<file path="src/rtl/dmem_bridge_pkg.sv">
// Shared types and helpers for the data-memory bridge: FSM states, access
// size decode and the misalignment test.
package dmem_bridge_pkg;

  // RV32I load/store funct3 encodings
  localparam logic [2:0] F3Byte      = 3'b000;
  localparam logic [2:0] F3Half      = 3'b001;
  localparam logic [2:0] F3Word      = 3'b010;
  localparam logic [2:0] F3ByteUnsgn = 3'b100;
  localparam logic [2:0] F3HalfUnsgn = 3'b101;

  typedef enum logic [1:0] {StIdle, StReq, StDone} state_e;

  typedef enum logic [1:0] {SzByte, SzHalf, SzWord} size_e;

  // Undefined encodings (011, 110, 111) fall through to word.
  function automatic size_e f3_size(logic [2:0] f3);
    case (f3)
      F3Byte, F3ByteUnsgn: return SzByte;
      F3Half, F3HalfUnsgn: return SzHalf;
      default:             return SzWord;
    endcase
  endfunction

  function automatic logic is_misaligned(size_e sz, logic [1:0] off);
    case (sz)
      SzHalf:  return off[0];
      SzWord:  return |off;
      default: return 1'b0;
    endcase
  endfunction

endpackage

</file>
<file path="src/rtl/dmem_bridge_align.sv">
// Combinational lane logic: store data replication and byte-enable generation,
// plus load byte/halfword select with sign or zero extension.
module dmem_bridge_align
  import dmem_bridge_pkg::*;
(
  input  logic [2:0]  st_funct3_i,
  input  logic [1:0]  st_off_i,
  input  logic [31:0] st_wdata_i,
  output logic [31:0] st_wdata_o,
  output logic [3:0]  st_be_o,
  input  logic [2:0]  ld_funct3_i,
  input  logic [1:0]  ld_off_i,
  input  logic [31:0] ld_word_i,
  output logic [31:0] ld_data_o
);

  logic [7:0]  ld_byte;
  logic [15:0] ld_half;
  logic        ld_zext;

  // Store steering: replicate narrow data so the enabled lane always carries it.
  always_comb begin
    st_wdata_o = st_wdata_i;
    st_be_o    = 4'b1111;
    case (f3_size(st_funct3_i))
      SzByte: begin
        st_wdata_o = {4{st_wdata_i[7:0]}};
        st_be_o    = 4'b0001 << st_off_i;
      end
      SzHalf: begin
        st_wdata_o = {2{st_wdata_i[15:0]}};
        st_be_o    = st_off_i[1] ? 4'b1100 : 4'b0011;
      end
      default: ;
    endcase
  end

  // Load select and extension; funct3[2] marks the unsigned variants.
  always_comb begin
    ld_zext = ld_funct3_i[2];
    ld_half = ld_off_i[1] ? ld_word_i[31:16] : ld_word_i[15:0];
    case (ld_off_i)
      2'd0:    ld_byte = ld_word_i[7:0];
      2'd1:    ld_byte = ld_word_i[15:8];
      2'd2:    ld_byte = ld_word_i[23:16];
      default: ld_byte = ld_word_i[31:24];
    endcase
    case (f3_size(ld_funct3_i))
      SzByte:  ld_data_o = {{24{~ld_zext & ld_byte[7]}}, ld_byte};
      SzHalf:  ld_data_o = {{16{~ld_zext & ld_half[15]}}, ld_half};
      default: ld_data_o = ld_word_i;
    endcase
  end

endmodule

</file>
<file path="src/rtl/dmem_bridge.sv">
// Core load/store port to req/ack data SRAM bridge. Three-state FSM
// (IDLE -> REQ -> DONE) with registered memory-side outputs and a
// combinational core stall.
// Build option: DMEM_MISALIGN_TRAP_EN traps misaligned H/W accesses
// (no memory request, cpu_fault for the DONE cycle); undefined, low
// address bits are ignored and cpu_fault is tied low.
module dmem_bridge
  import dmem_bridge_pkg::*;
#(
  parameter int unsigned ADDR_W = 10
) (
  input  logic              clk,
  input  logic              rst,
  input  logic              cpu_req,
  input  logic              cpu_we,
  input  logic [2:0]        cpu_funct3,
  input  logic [31:0]       cpu_addr,
  input  logic [31:0]       cpu_wdata,
  output logic [31:0]       cpu_rdata,
  output logic              cpu_stall,
  output logic              cpu_fault,
  output logic              mem_req,
  output logic              mem_we,
  output logic [ADDR_W-1:0] mem_addr,
  output logic [31:0]       mem_wdata,
  output logic [3:0]        mem_be,
  input  logic              mem_ack,
  input  logic [31:0]       mem_rdata
);

  state_e              state_q, state_d;
  logic                we_q, we_d;
  logic [2:0]          funct3_q, funct3_d;
  logic [1:0]          off_q, off_d;
  logic [ADDR_W-1:0]   mem_addr_q, mem_addr_d;
  logic [31:0]         mem_wdata_q, mem_wdata_d;
  logic [3:0]          mem_be_q, mem_be_d;
  logic                mem_req_q, mem_req_d;
  logic [31:0]         data_q, data_d;
  logic                fault_q, fault_d;

  logic [31:0]         st_wdata;
  logic [3:0]          st_be;
  logic [31:0]         ld_data;

  // Upper address bits alias onto the same word.
  logic unused_addr_hi;
  assign unused_addr_hi = ^cpu_addr[31:ADDR_W+2];

  dmem_bridge_align u_align (
    .st_funct3_i (cpu_funct3),
    .st_off_i    (cpu_addr[1:0]),
    .st_wdata_i  (cpu_wdata),
    .st_wdata_o  (st_wdata),
    .st_be_o     (st_be),
    .ld_funct3_i (funct3_q),
    .ld_off_i    (off_q),
    .ld_word_i   (data_q),
    .ld_data_o   (ld_data)
  );

  // Next-state and capture logic for the access FSM.
  always_comb begin
    state_d     = state_q;
    we_d        = we_q;
    funct3_d    = funct3_q;
    off_d       = off_q;
    mem_addr_d  = mem_addr_q;
    mem_wdata_d = mem_wdata_q;
    mem_be_d    = mem_be_q;
    mem_req_d   = mem_req_q;
    data_d      = data_q;
    fault_d     = 1'b0;
    unique case (state_q)
      StIdle: begin
        if (cpu_req) begin
          we_d        = cpu_we;
          funct3_d    = cpu_funct3;
          off_d       = cpu_addr[1:0];
          mem_addr_d  = cpu_addr[ADDR_W+1:2];
          mem_wdata_d = st_wdata;
          mem_be_d    = st_be;
          data_d      = '0;
`ifdef DMEM_MISALIGN_TRAP_EN
          if (is_misaligned(f3_size(cpu_funct3), cpu_addr[1:0])) begin
            state_d = StDone;
            fault_d = 1'b1;
          end else begin
            state_d   = StReq;
            mem_req_d = 1'b1;
          end
`else
          state_d   = StReq;
          mem_req_d = 1'b1;
`endif
        end
      end
      StReq: begin
        if (mem_ack) begin
          mem_req_d = 1'b0;
          if (!we_q) data_d = mem_rdata;
          state_d = StDone;
        end
      end
      StDone: state_d = StIdle;
      default: begin
        state_d   = StIdle;
        mem_req_d = 1'b0;
      end
    endcase
  end

  // State and registered outputs; reset abandons any in-flight request.
  always_ff @(posedge clk or negedge rst) begin
    if (!rst) begin
      state_q     <= StIdle;
      we_q        <= 1'b0;
      funct3_q    <= '0;
      off_q       <= '0;
      mem_addr_q  <= '0;
      mem_wdata_q <= '0;
      mem_be_q    <= '0;
      mem_req_q   <= 1'b0;
      data_q      <= '0;
      fault_q     <= 1'b0;
    end else begin
      state_q     <= state_d;
      we_q        <= we_d;
      funct3_q    <= funct3_d;
      off_q       <= off_d;
      mem_addr_q  <= mem_addr_d;
      mem_wdata_q <= mem_wdata_d;
      mem_be_q    <= mem_be_d;
      mem_req_q   <= mem_req_d;
      data_q      <= data_d;
      fault_q     <= fault_d;
    end
  end

  // Core-facing outputs; load data only presented in DONE for a good load.
  always_comb begin
    cpu_stall = cpu_req & (state_q != StDone);
    cpu_rdata = (state_q == StDone && !we_q && !fault_q) ? ld_data : '0;
`ifdef DMEM_MISALIGN_TRAP_EN
    cpu_fault = fault_q;
`else
    cpu_fault = 1'b0;
`endif
  end

  assign mem_req   = mem_req_q;
  assign mem_we    = we_q;
  assign mem_addr  = mem_addr_q;
  assign mem_wdata = mem_wdata_q;
  assign mem_be    = mem_be_q;

endmodule

</file>
<file path="config.mk">
export PLATFORM = sky130hd
export DESIGN_NAME = dmem_bridge
export DESIGN_NICKNAME = d
export VERILOG_FILES = /design/src/rtl/dmem_bridge_pkg.sv /design/src/rtl/dmem_bridge_align.sv /design/src/rtl/dmem_bridge.sv
export SDC_FILE = /design/constraint.sdc
export NUM_CORES = 1
export LEC_CHECK = 0
export ABC_AREA = 1
export CORE_ASPECT_RATIO = 0.9
export CORE_MARGIN = 10
export CORE_UTILIZATION = 46
export CTS_BUF_LIST = sky130_fd_sc_hd__clkbuf_4
export CTS_CLUSTER_DIAMETER = 100
export DETAILED_ROUTE_END_ITERATION = 10
export PLACE_DENSITY = 0.85
export SYNTH_ARGS = -nofsm -noshare
export SYNTH_HDL_FRONTEND = slang
export SYNTH_HIERARCHICAL = 1
export SYNTH_SLANG_ARGS = --single-unit
</file>
<file path="constraint.sdc">
create_clock -name clk -period 1.8 [get_ports clk]
set_clock_uncertainty 0.05 [all_clocks]
set_input_delay 0.36 -clock clk [delete_from_list [all_inputs] [get_ports clk]]
set_output_delay 0.36 -clock clk [all_outputs]
set_load 0.02 [all_outputs]
</file>
; ---- Word-level counts from Yosys, hierarchy flattened
; Cells that the tools add are included.
[word_totals]
ff_bits = 87
latchBits = 0
mem_bits_rw = 0
romBits = 0
in_bits = 104
out_inout_bits = 82
n_memories = 0
[op_classes]
add_sub_neg = 0
mul = 0
div_mod_pow = 0
magnitude_cmp = 0
eq_ne = 16
shift = 1
muxes = 19
n_bitwise = 5
reduce_logical = 17
[ops]
columns = cell, count
row1 = case mux 32 bit (2 select lines), 3
row2 = 2-to-1 mux 32 bit, 4
row3 = case mux 8 bit (3 select lines), 1
row4 = 2-to-1 mux 16 bit, 1
row5 = equality test 3 bit (second input constant), 4
row6 = case mux 2 bit (2 select lines), 3
row7 = equality test 2 x 1 -> 1 bit (second input constant), 4
row8 = zero test 2 bit, 4
row9 = inequality test 2 bit (second input constant), 4
row10 = case mux 4 bit (2 select lines), 1
row11 = OR reduction 2 bit, 4
row12 = equality test 3 x 1 -> 1 bit (second input constant), 2
row13 = zero test 3 bit, 2
row14 = equality test 2 bit (second input constant), 2
row15 = 2-to-1 mux 2 bit, 2
row16 = 2-to-1 mux 4 bit, 1
row17 = AND reduction 2 bit, 2
row18 = AND reduction 4 bit, 1
row19 = << shifter 1 x 2 -> 4 bit (first input constant), 1
row20 = AND 1 bit, 3
row21 = case mux 1 bit (3 select lines), 1
row22 = AND reduction 3 bit, 1
row23 = 2-to-1 mux 1 bit, 2
row24 = inverter 1 bit, 2
row25 = other kinds (3), 3

; ---- Logic depth before layout (Yosys ltp)
[logic_depth]
ltp_word = 6
ltp_mapped = 9

; ---- Hierarchy
; Netlist, hierarchy kept.
[by_module_without_submodules]
columns = mod, instances, cells_per_inst, area_per_inst_um2, seq_area_each_um2
row1 = dmem_bridge, 1, 451, 3704.8, 2177.1
row2 = dmem_bridge_align, 1, 247, 1287.5, 0.0

; ---- Least setup slack after synthesis
; Ideal clock, no wire load.
[synth_timing]
kind = flip-flop to output port
startpoint = register off_q[1]
endpoint = output cpu_rdata[30]
t_arrival_ns = 1.426
setup_slack_ns = -0.036
path_stages_with_launch = 10
n_path_buf = 2
cell_sequence = dfrtp_1 -> buf_6 -> nor2_1 -> nand2_1 -> nand3_2 -> nand3_4 -> buf_12 -> nand3_2 -> inv_1 -> nor2_1
[synth_between]
elab_chain_len = 5
word_cells_on_any_way = 9
classes_between = eq/ne: 2 / mux: 4 / bitwise: 2 / reduce/logical: 1
[synth_rtl]
columns = item, line
row1 = from (decl), dmem_bridge.sv:34  ; logic [1:0] off_q, off_d;
row2 = from (signal assigned), dmem_bridge.sv:119  ; off_q <= '0;
row3 = from (signal assigned), dmem_bridge.sv:130  ; off_q <= off_d;
row4 = "equality test 2 bit, or another cell as far along", dmem_bridge_align.sv:42  ; case (ld_off_i)
row5 = case mux 8 bit (3 select lines), dmem_bridge_align.sv:42
row6 = AND 1 bit, dmem_bridge_align.sv:49  ; SzByte: ld_data_o = {{24{~ld_zext & ld_byte[7]}}, ld_byte};
row7 = case mux 32 bit (2 select lines) (*), dmem_bridge_align.sv:48  ; case (f3_size(ld_funct3_i))
row8 = named net ld_data[30], dmem_bridge.sv:44  ; logic [31:0] ld_data;
row9 = 2-to-1 mux 32 bit (*), dmem_bridge.sv:143  ; cpu_rdata = (state_q == StDone && !we_q && !fault_q) ? ld_data : '0;
row10 = to (decl), dmem_bridge.sv:19  ; output logic [31:0] cpu_rdata,
; The timed path passes the listed nets; every way through them passes the cells marked *.

; ---- Worst setup path in the final report
[layout_timing]
startpoint = register off_q[1]
endpoint = output cpu_rdata[15]
; Same word-level chain as after synthesis.

==> key figures <==
Yosys
  – Largest family of logic cells by synthesized area: simple AND/OR/NAND/NOR gates
  – Synth top area cells: dfrtp_1, nand2_1, nand3_1
  – Simple-gate share of the synthesized area: 0.406
  – Post-Syn Area: 0.00499 mm²
  – Synth Area in XOR/XNOR: 0
  – Yosys top cell by area: dfrtp_1
  – Yosys warns: 6
  – Post-synthesis mux area share: 0
  – Synthesized area per cell: 7.15 µm²
  – Compound-Gate Fraction of Synth Area: 0.0456
  – Post-synthesis cell type count: 28
  – Sequential cell area fraction in the yosys report: 0.436
  – Adder-cell share of the synthesized area: 0
  – FF+latch count, synth: 87
  – Post-Synthesis Cells: 698
  – Syn Nets: 802
  – Share of the synthesized area in the top cell type: 0.436

Pwr
  – Total power: 0.00983 W
  – Max IR drop VDD: 0.762 mV
  – Leakage: 4.06 nW
  – PD cells: 1320 mW/mm²

Routing
  – WL final: 17.8 mm
  – Post-DRT Antenna Nets: 0
  – Routed len/inst: 17.2 µm
  – DR vias: 5,380
  – Detail Route met3 WL: 2.00 mm
  – Highest metal used: met4
  – Wire length on met2: 8.43 mm
  – DRT Pass-1 Iters: 5
  – Drt drc: 0
  – Via density per instance: 5.21
  – DR iter-0 viols: 428
  – Met1 wire length: 6.80 mm

Timing
  – Final period utilization: 1.34
  – Fmax: 0.415 GHz
  – RSZ-0062 raised after global routing: true
  – Final worst slack: -611 ps
  – Final setup viols: 32
  – Final hold violation count: 0
  – Hold WS: 266 ps
  – Minimum clock period: 2410 ps
  – Setup Total Neg Slack: -16,910 ps
  – Final slew viol count: 0
  – Slew @ Worst Pin: 550 ps
  – Slew margin rel.: 0.633

Status
  – Violated checks: setup timing
  – Outcome: finished with violations

Job
  – Max-cap violation count: 0

Critical path
  – Critical Path Start Type: flop
  – Crit end category: output port
  – Critical Path RT: 1390 ps
  – Worst reg-to-reg setup slack: 240 ps
  – Crit path max fanout: 7
  – Worst reg2reg path depth: 8
  – WP data arrival: 2000 ps
  – Crit Path Class: flop to output port
  – Crit Reg-Reg Endpoint: data_q[12]$_DFFE_PN0P_
  – Reg2reg start: state_q[0]$_DFFE_PN0P_

Clock tree
  – Deepest clock path buffer count: 2
  – Clk sink count: 87
  – Num CTS Buffers: 9
  – Root buffer cell: clkbuf_4
  – Clock-pin slew on the worst setup and hold paths: 160 ps
  – CTS H-tree lvls: 3
  – CTS tree: done
  – Clock Latency Late Sink: 440 ps

Placement
  – Port Buffers: 164
  – RePlAce Congestion: 0.872
  – Detailed placement HPWL: 12.2 mm
  – Place WS: -551 ps

Global routing
  – Number of global-route vias before repair: 5,252
  – GRT overflow: 0
  – Initial antenna violation count: 0
  – Total Routing Usage GR: 0.218
  – Largest net degree at the start of global routing: 54
  – First-pass GRT wire length: 27.1 mm

Floorplanning
  – Die span in y: 119 µm
  – Full die area: 0.0154 mm²
  – CORE AREA: 0.0107 mm²
  – Row Count: 36
  – Die X: 130 µm
  – Num ports: 186
  – Initial Util: 0.466

Cells and area
  – Area growth, synth to finish: 49.3%
  – Final core utilization: 0.695
  – Diodes inserted: 0
  – Final #Nets: 998
  – Share of layout cells above drive strength 1: 0.249

Worst hold path
  – Hold Crit Class: input port to async pin
[flip-flops by register name (all words and copies together) (netlist names)]
register,cells
data_q,32
funct3_q,3
mem_addr,10
mem_be,4
mem_req,1
mem_wdata,32
mem_we,1
off_q,2
state_q,2
[cell families after synthesis]
group                  count (synthesis)
AO/OA/AOI/OAI                         37
buffers and inverters                111
flip-flops                            87
other                                  1
AND/OR/NAND/NOR                      462
[cell type report]
class	count	area, µm²
clock buffers	9	67.6
clock inverters	7	95.1
fillers	826	3270
inverters	62	243
multi-input cells	500	2410
flip-flops and latches	87	2180
well taps	133	166
repair buffers	234	2290
[cells in the final DEF, fill, tap and decap left out, types with 9 or more instances in the layout]
cell type,instances
nand3_2,25
nor2_2,28
o21ai_0,13
buf_4,61
inv_1,39
nand2_1,319
buf_6,31
nand3_1,59
clkdlybuf4s50_1,81
clkbuf_4,9
o211ai_1,13
dlygate4sd2_1,47
nand2_2,12
inv_2,20
dfrtp_1,84
[stage by stage]
step	cell area, µm²	std cells
2_1_floorplan	5030	698
3_3_place_gp	7060	1005
3_5_place_dp	7060	1005
4_1_cts	7280	1028
5_1_grt	7450	1032
6_report	7450	1032
[routing by layer]
metal | global-route usage | vias to the layer above
met5 | 0 | -
met4 | 0.0772 | 0
met3 | 0.0869 | 46
met2 | 0.353 | 298
met1 | 0.255 | 2504
li1 | - | 2532
[where the power goes]
group	switching [W]	internal (W)
combinational	0.00321	0.00219
sequential	0.000477	0.00265
clock	0.000735	0.000569
[Yosys cell counts, drive strengths merged]
master	number
clkbuf	13
clkinv	1
nand2	334
conb	1
a21oi	9
nand3	86
inv	61
nor3	1
o21ai	14
o21a	1
nand4	1
dfrtp	87
or2	1
o211ai	13
nor2	39
buf	36
[worst max path at each step]
stage / startpoint / depth (start not counted) / to
detailed placement: off_q[1]$_DFFE_PN0P_ / 9 / cpu_rdata[3]
floorplan: off_q[1]$_DFFE_PN0P_ / 8 / cpu_rdata[2]
global placement: off_q[1]$_DFFE_PN0P_ / 10 / cpu_rdata[19]
CTS: off_q[1]$_DFFE_PN0P_ / 10 / cpu_rdata[19]
finish: off_q[1]$_DFFE_PN0P_ / 9 / cpu_rdata[15]
global route: off_q[1]$_DFFE_PN0P_ / 9 / cpu_rdata[15]
[repair_timing]
item | in CTS | in global routing
pin swaps | 8 | 18
endpoints found under the hold margin | 16 | 0
gates cloned | 1 | 3
buffers inserted | 5 | 2
hold buffers | 1 | 0
endpoints found under the setup margin | 81 | 35
gates resized for setup | 267 | 36
[worst max-delay path, cell delays in order, from the launching register on]
cell and delay [ps]:
dfrtp_2 510, nor2_2 130, nand2_2 80, nand3_4 80
nand3_4 160, buf_16 200, nand3_2 50, inv_1 60
nor2_2 140, buf_6 130
Power figures use the tool's default switching activity.
==> RTL change 1, RTL diff (same flow settings) <==
Add a define of `DMEM_MISALIGN_TRAP_EN`.
--- a/src/rtl/dmem_bridge.sv
+++ b/src/rtl/dmem_bridge.sv
@@ -4,6 +4,8 @@
 // Build option: DMEM_MISALIGN_TRAP_EN traps misaligned H/W accesses
 // (no memory request, cpu_fault for the DONE cycle); undefined, low
 // address bits are ignored and cpu_fault is tied low.
+`define DMEM_MISALIGN_TRAP_EN
+
 module dmem_bridge
   import dmem_bridge_pkg::*;
 #(
Behaviour: not the same (a bounded check fails within 4 cycles, from zero or initial values and one cycle with rst low).
==> RTL change 1 against the unedited design <==
Wire length is 1.7% lower; power is 21% higher; worst setup slack worse by 0.024 ns; combinational power is 33% higher; sequential cell count is 1 higher; die area is 0.59% higher; cell area is 2.3% higher; synthesized area is 0.70% higher; non-clock buffer count is 1 lower; core utilization is 1.3 points higher; the run still ends with negative setup slack left; first-iteration DRC count is 25% higher.
==> RTL change 1: results (changes against the unedited design) <==
INFO  metric sh_seq_area = 0.289 (-0.00351)
INFO  metric violations = negative setup slack
INFO  metric setup.reg_to_reg.worst_slack = 0.19 ns (-0.05 ns)
INFO  metric buffer_area_frac = 0.304 (-0.00335)
INFO  metric synth.top_cells.by_count = 350 x sky130_fd_sc_hd__nand2_1, 88 x sky130_fd_sc_hd__dfrtp_1, 59 x sky130_fd_sc_hd__inv_1, 42 x sky130_fd_sc_hd__nor2_1, 23 x sky130_fd_sc_hd__o21ai_1
INFO  metric vias_in_the_first_global_route = 5402 (+2.9%)
INFO  metric routabilityCongestion = 0.856 (-1.8%)
INFO  metric arrival = 2.03 ns (+0.03 ns)
INFO  metric type_of_the_worst_min_delay_path = in -> async
INFO  metric timing.reg2reg.worst_path_depth = 7 (-1)
INFO  metric p_leak = 3.97 nW (-2.2%)
INFO  metric synth_compound_area_frac = 0.0881 (+0.0425)
INFO  metric critPathMaxStageDelay = 0.47 ns (-0.04 ns)
INFO  metric post_drt_wl_per_cell = 16.8 µm (-2.5%)
INFO  metric vdd.ir_drop.worst = 1.03 mV (+35%)
INFO  metric pg_seq = 0.00341 W (+8.9%)
INFO  metric cts-resized-gates = 251 (-6.0%)
INFO  metric numPortBuffers = 165 (+0.61%)
INFO  metric post-place-ws = -0.527 ns (+0.0234 ns)
INFO  metric multi_input_gate_count = 506 (+1.2%)
INFO  metric endpoint = cpu_rdata[19]
INFO  metric rr_endpoint = data_q[9]$_DFFE_PN0P_
INFO  metric tightest_slew = 0.815 ns (+0.266 ns)
INFO  metric layout_clock_area_frac = 0.0220 (+0.000162)
INFO  metric grt_max_degree = 65 (+20%)
INFO  metric hpwl = 12.2 mm (about the same)
INFO  metric grt_use_total = 0.215 (-0.00289)
INFO  metric post_route_cells_drive_above_1_share = 0.241 (-0.00798)
INFO  metric num-fill-cells = 818 (-0.97%)
INFO  metric switching_power = 0.00559 W (+26%)
INFO  metric viasPerCell = 5.15 (-1.3%)
INFO  metric run_status = complete, but fails checks
INFO  metric proportion_of_cell_area_occupied_by_multi_input_gates = 0.330 (+0.00679)
INFO  metric drt_iter0_drc = 537 (+25%)
INFO  metric sink_count = 88 (+1.1%)
INFO  metric postCtsSetupBuffers = 4 (-1)
INFO  metric setup_viol = 32 (unchanged)
INFO  metric nNonClkBuffers = 233 (-0.43%)
INFO  metric synth.yosys.seq_area_share = 0.438 (+0.00194)
INFO  metric number_of_nets_in_the_synthesized_netlist = 808 (+0.75%)
INFO  metric wire_length_of_the_first_global_routing_pass = 26.7 mm (-1.6%)
INFO  metric number_of_inverters_outside_the_clock_class_in_the_layout = 65 (+4.8%)
INFO  metric yosysUniqueCellTypes = 26 (-7.1%)
INFO  metric synth.area.top_cells = sky130_fd_sc_hd__dfrtp_1 44%, sky130_fd_sc_hd__nand2_1 26%, sky130_fd_sc_hd__inv_1 4.4%
INFO  metric n_antenna_cell = 0 (unchanged)
INFO  metric path_max_fanout = 6 (-1)
INFO  metric post-route-worst-setup-slack = -0.635 ns (-0.0242 ns)
## RTL change 1: metal layers
metal  vias up  share of wire  GRT usage
met1      2461           0.37      0.225
met3        54           0.12      0.114
met2       287           0.48      0.356
met4         0          0.030     0.0815
li1       2555              -          -
met5         -              0          0
## RTL change 1: critical path: cells and delay by family (launching register included)
family | cells | cell delay (ns)
AOI/OAI and AO/OA | 1 | 0.14
buffers and inverters | 4 | 0.57
DFF | 1 | 0.47
and+or+nand+nor | 4 | 0.39
## RTL change 1: through the flow
step	TNS, ns	area, µm²	std cells	power, W	hold WS (ns)
2_1_floorplan	0	5080	704	0.00720	0.0144
3_3_place_gp	-15.10	7190	1017	0.0100	0.293
3_5_place_dp	-17.39	7190	1017	0.0102	0.295
4_1_cts	-17.45	7410	1038	0.0114	0.296
5_1_grt	-21.45	7630	1041	0.0127	0.308
6_report	-17.25	7630	1041	0.0119	0.335
==> RTL change 2, RTL diff (same settings) <==
Without the edit above. Make the reset (`rst`) synchronous in one clocked block.
--- a/src/rtl/dmem_bridge.sv
+++ b/src/rtl/dmem_bridge.sv
@@ -111,7 +111,7 @@
   end
 
   // State and registered outputs; reset abandons any in-flight request.
-  always_ff @(posedge clk or negedge rst) begin
+  always_ff @(posedge clk) begin
     if (!rst) begin
       state_q     <= StIdle;
       we_q        <= 1'b0;
Formal check against the unedited RTL: differs if rst is asserted again (counterexample within 4 cycles, from zero or initial values and one cycle with rst low); with rst held inactive, the same outputs for 4 cycles.
==> RTL change 2 against the unedited design <==
The flow still finishes with violations (negative setup slack); wire length decreased by 1.6%; global-route usage fell by 0.38 points; worst setup slack better by 0.20 ns; cell area increased by 0.76%; non-clock buffer count is 2 higher; sequential cell count unchanged; synthesized area rose by 1.4%; largest cell class unchanged; highest routed layer unchanged.
Power is not compared: it rests on default switching activity, and its combinational part moved more than twofold at a synthesized area within 25%.
==> RTL change 2: results (changes against the unedited design) <==
INFO  metric drt_iter0_drc = 383 (-11%)
INFO  metric arrival = 1.80 ns (-0.20 ns)
INFO  metric drt_wl_total = 17.5 mm (-1.6%)
INFO  metric grt_max_degree = 86 (+59%)
INFO  metric routabilityCongestion = 0.872 (about the same)
INFO  metric viasPerCell = 4.91 (-5.7%)
INFO  metric cpLargestDelayFamily = buffers and inverters
INFO  metric finalNonFillerCells = 1164 (+13%)
INFO  metric insertion_delay_to_the_later_sink_of_the_worst_skew_pair = 0.42 ns (-0.02 ns)
INFO  metric synth.area.top_cells = sky130_fd_sc_hd__dfxtp_1 34%, sky130_fd_sc_hd__nor2_1 17%, sky130_fd_sc_hd__nand2_1 14%
INFO  metric wire_length_of_the_first_global_routing_pass = 27.3 mm (+0.48%)
INFO  metric setup_viol = 32 (unchanged)
INFO  metric hpwl = 12.2 mm (about the same)
INFO  metric synth.yosys.seq_area_share = 0.344 (-0.0919)
INFO  metric synth_compound_area_frac = 0.0992 (+0.0535)
INFO  metric critical_path.slowest_cell = sky130_fd_sc_hd__dfxtp_4
INFO  metric grt_use_total = 0.214 (-0.00382)
INFO  metric cts_root_buf = sky130_fd_sc_hd__clkbuf_4
INFO  metric violations = negative setup slack
INFO  metric path_max_fanout = 8 (+1)
INFO  metric nets = 1130 (+13%)
INFO  metric clock_transition_time_at_the_flip_flop_clock_pins_of_the_worst_setup_and_hold_paths = 0.13 ns (-0.03 ns)
INFO  metric post_route_cells_drive_above_1_share = 0.204 (-0.0455)
INFO  metric critPathMaxStageDelay = 0.38 ns (-0.13 ns)
INFO  metric number_of_nets_in_the_synthesized_netlist = 938 (+17%)
INFO  metric synth_xor_area_frac = 0 (unchanged)
INFO  metric type_of_the_worst_min_delay_path = in -> reg
INFO  metric vias_in_the_first_global_route = 5540 (+5.5%)
INFO  metric synth_top_flop_cell = sky130_fd_sc_hd__dfxtp_1
INFO  metric post-route-worst-setup-slack = -0.414 ns (+0.197 ns)
INFO  metric cts-buffers-inserted = 9 (unchanged)
INFO  metric asyncSetResetFlopFracSynth = 0 (-1.00)
INFO  metric yosysUniqueCellTypes = 27 (-3.6%)
INFO  metric synth.top_cells.by_count = 227 x sky130_fd_sc_hd__nor2_1, 194 x sky130_fd_sc_hd__nand2_1, 122 x sky130_fd_sc_hd__inv_1, 87 x sky130_fd_sc_hd__dfxtp_1, 65 x sky130_fd_sc_hd__o21ai_0
INFO  metric synth.avg_cell_area = 6.07 µm² (-15%)
INFO  metric run_status = complete, but fails checks
## RTL change 2: kinds of logic after synthesis
| kind of cell | count (synthesis) |
|---|---|
| buffers and inverters | 182 |
| and+or+nand+nor | 473 |
| DFF | 87 |
| other | 1 |
| AOI/OAI and AO/OA | 91 |
## RTL change 2: repair_timing
action,CTS,global route
endpoints found under the hold margin,0,0
resized for setup,249,61
pin swaps,23,16
setup buffers,3,0
cloned,3,0
setup endpoints to repair,81,33
## RTL change 2: worst paths after layout
path	from	end	slack, ns	cells after the start
hold reg to reg	mem_req$_SDFFE_PN0P_	mem_req$_SDFFE_PN0P_	0.43	2
setup reg to reg	state_q[0]$_SDFFE_PN0P_	data_q[7]$_SDFFE_PN0P_	0.22	7
hold / removal	rst	mem_wdata[6]$_SDFFE_PN0P_	0.40	4
setup / recovery	off_q[1]$_SDFFE_PN0P_	cpu_rdata[30]	-0.41	10
## RTL change 2: routing by layer
layer | vias up | GRT usage | routed length (µm)
met4 | 0 | 0.0535 | 391
met3 | 35 | 0.0960 | 1890
met5 | - | 0 | 0
met1 | 2558 | 0.241 | 6630
met2 | 238 | 0.360 | 8580
li1 | 2889 | - | -
## RTL change 2: stage by stage
| stage | cell area [µm²] | setup slack [ns] | power [W] |
|---|---|---|---|
| 4_1_cts | 7330 | -0.429 | 0.00513 |
| 3_3_place_gp | 7130 | -0.471 | 0.00398 |
| 3_5_place_dp | 7130 | -0.494 | 0.00402 |
| 5_1_grt | 7510 | -0.524 | 0.00551 |
| 6_report | 7510 | -0.414 | 0.00519 |
| 2_1_floorplan | 5060 | 0.0351 | 0.00325 |
## RTL change 2: layout make-up
type | instances | share of cell area
Multi-Input combinational cell | 565 | 0.359
Inverter | 127 | 0.0645
Clock buffer | 10 | 0.0100
Tap cell | 133 | 0.0222
Clock inverter | 6 | 0.00800
Sequential cell | 87 | 0.234
Timing Repair Buffer | 236 | 0.303
## RTL change 2: worst reg2reg max path: stages (launching register included)
cell and delay, ns:
sky130_fd_sc_hd__dfxtp_2 0.36, sky130_fd_sc_hd__buf_4 0.17, sky130_fd_sc_hd__a21oi_2 0.29, sky130_fd_sc_hd__nand3_2 0.14, sky130_fd_sc_hd__buf_12 0.22, sky130_fd_sc_hd__nand2_1 0.11, sky130_fd_sc_hd__nand2_1 0.05, sky130_fd_sc_hd__nor2_1 0.12
## RTL change 2: power by group
part	internal [W]	switching [W]
combinational	0.000818	0.00104
sequential	0.00211	0.000117
clock	0.000436	0.000667
total	0.00337	0.00182
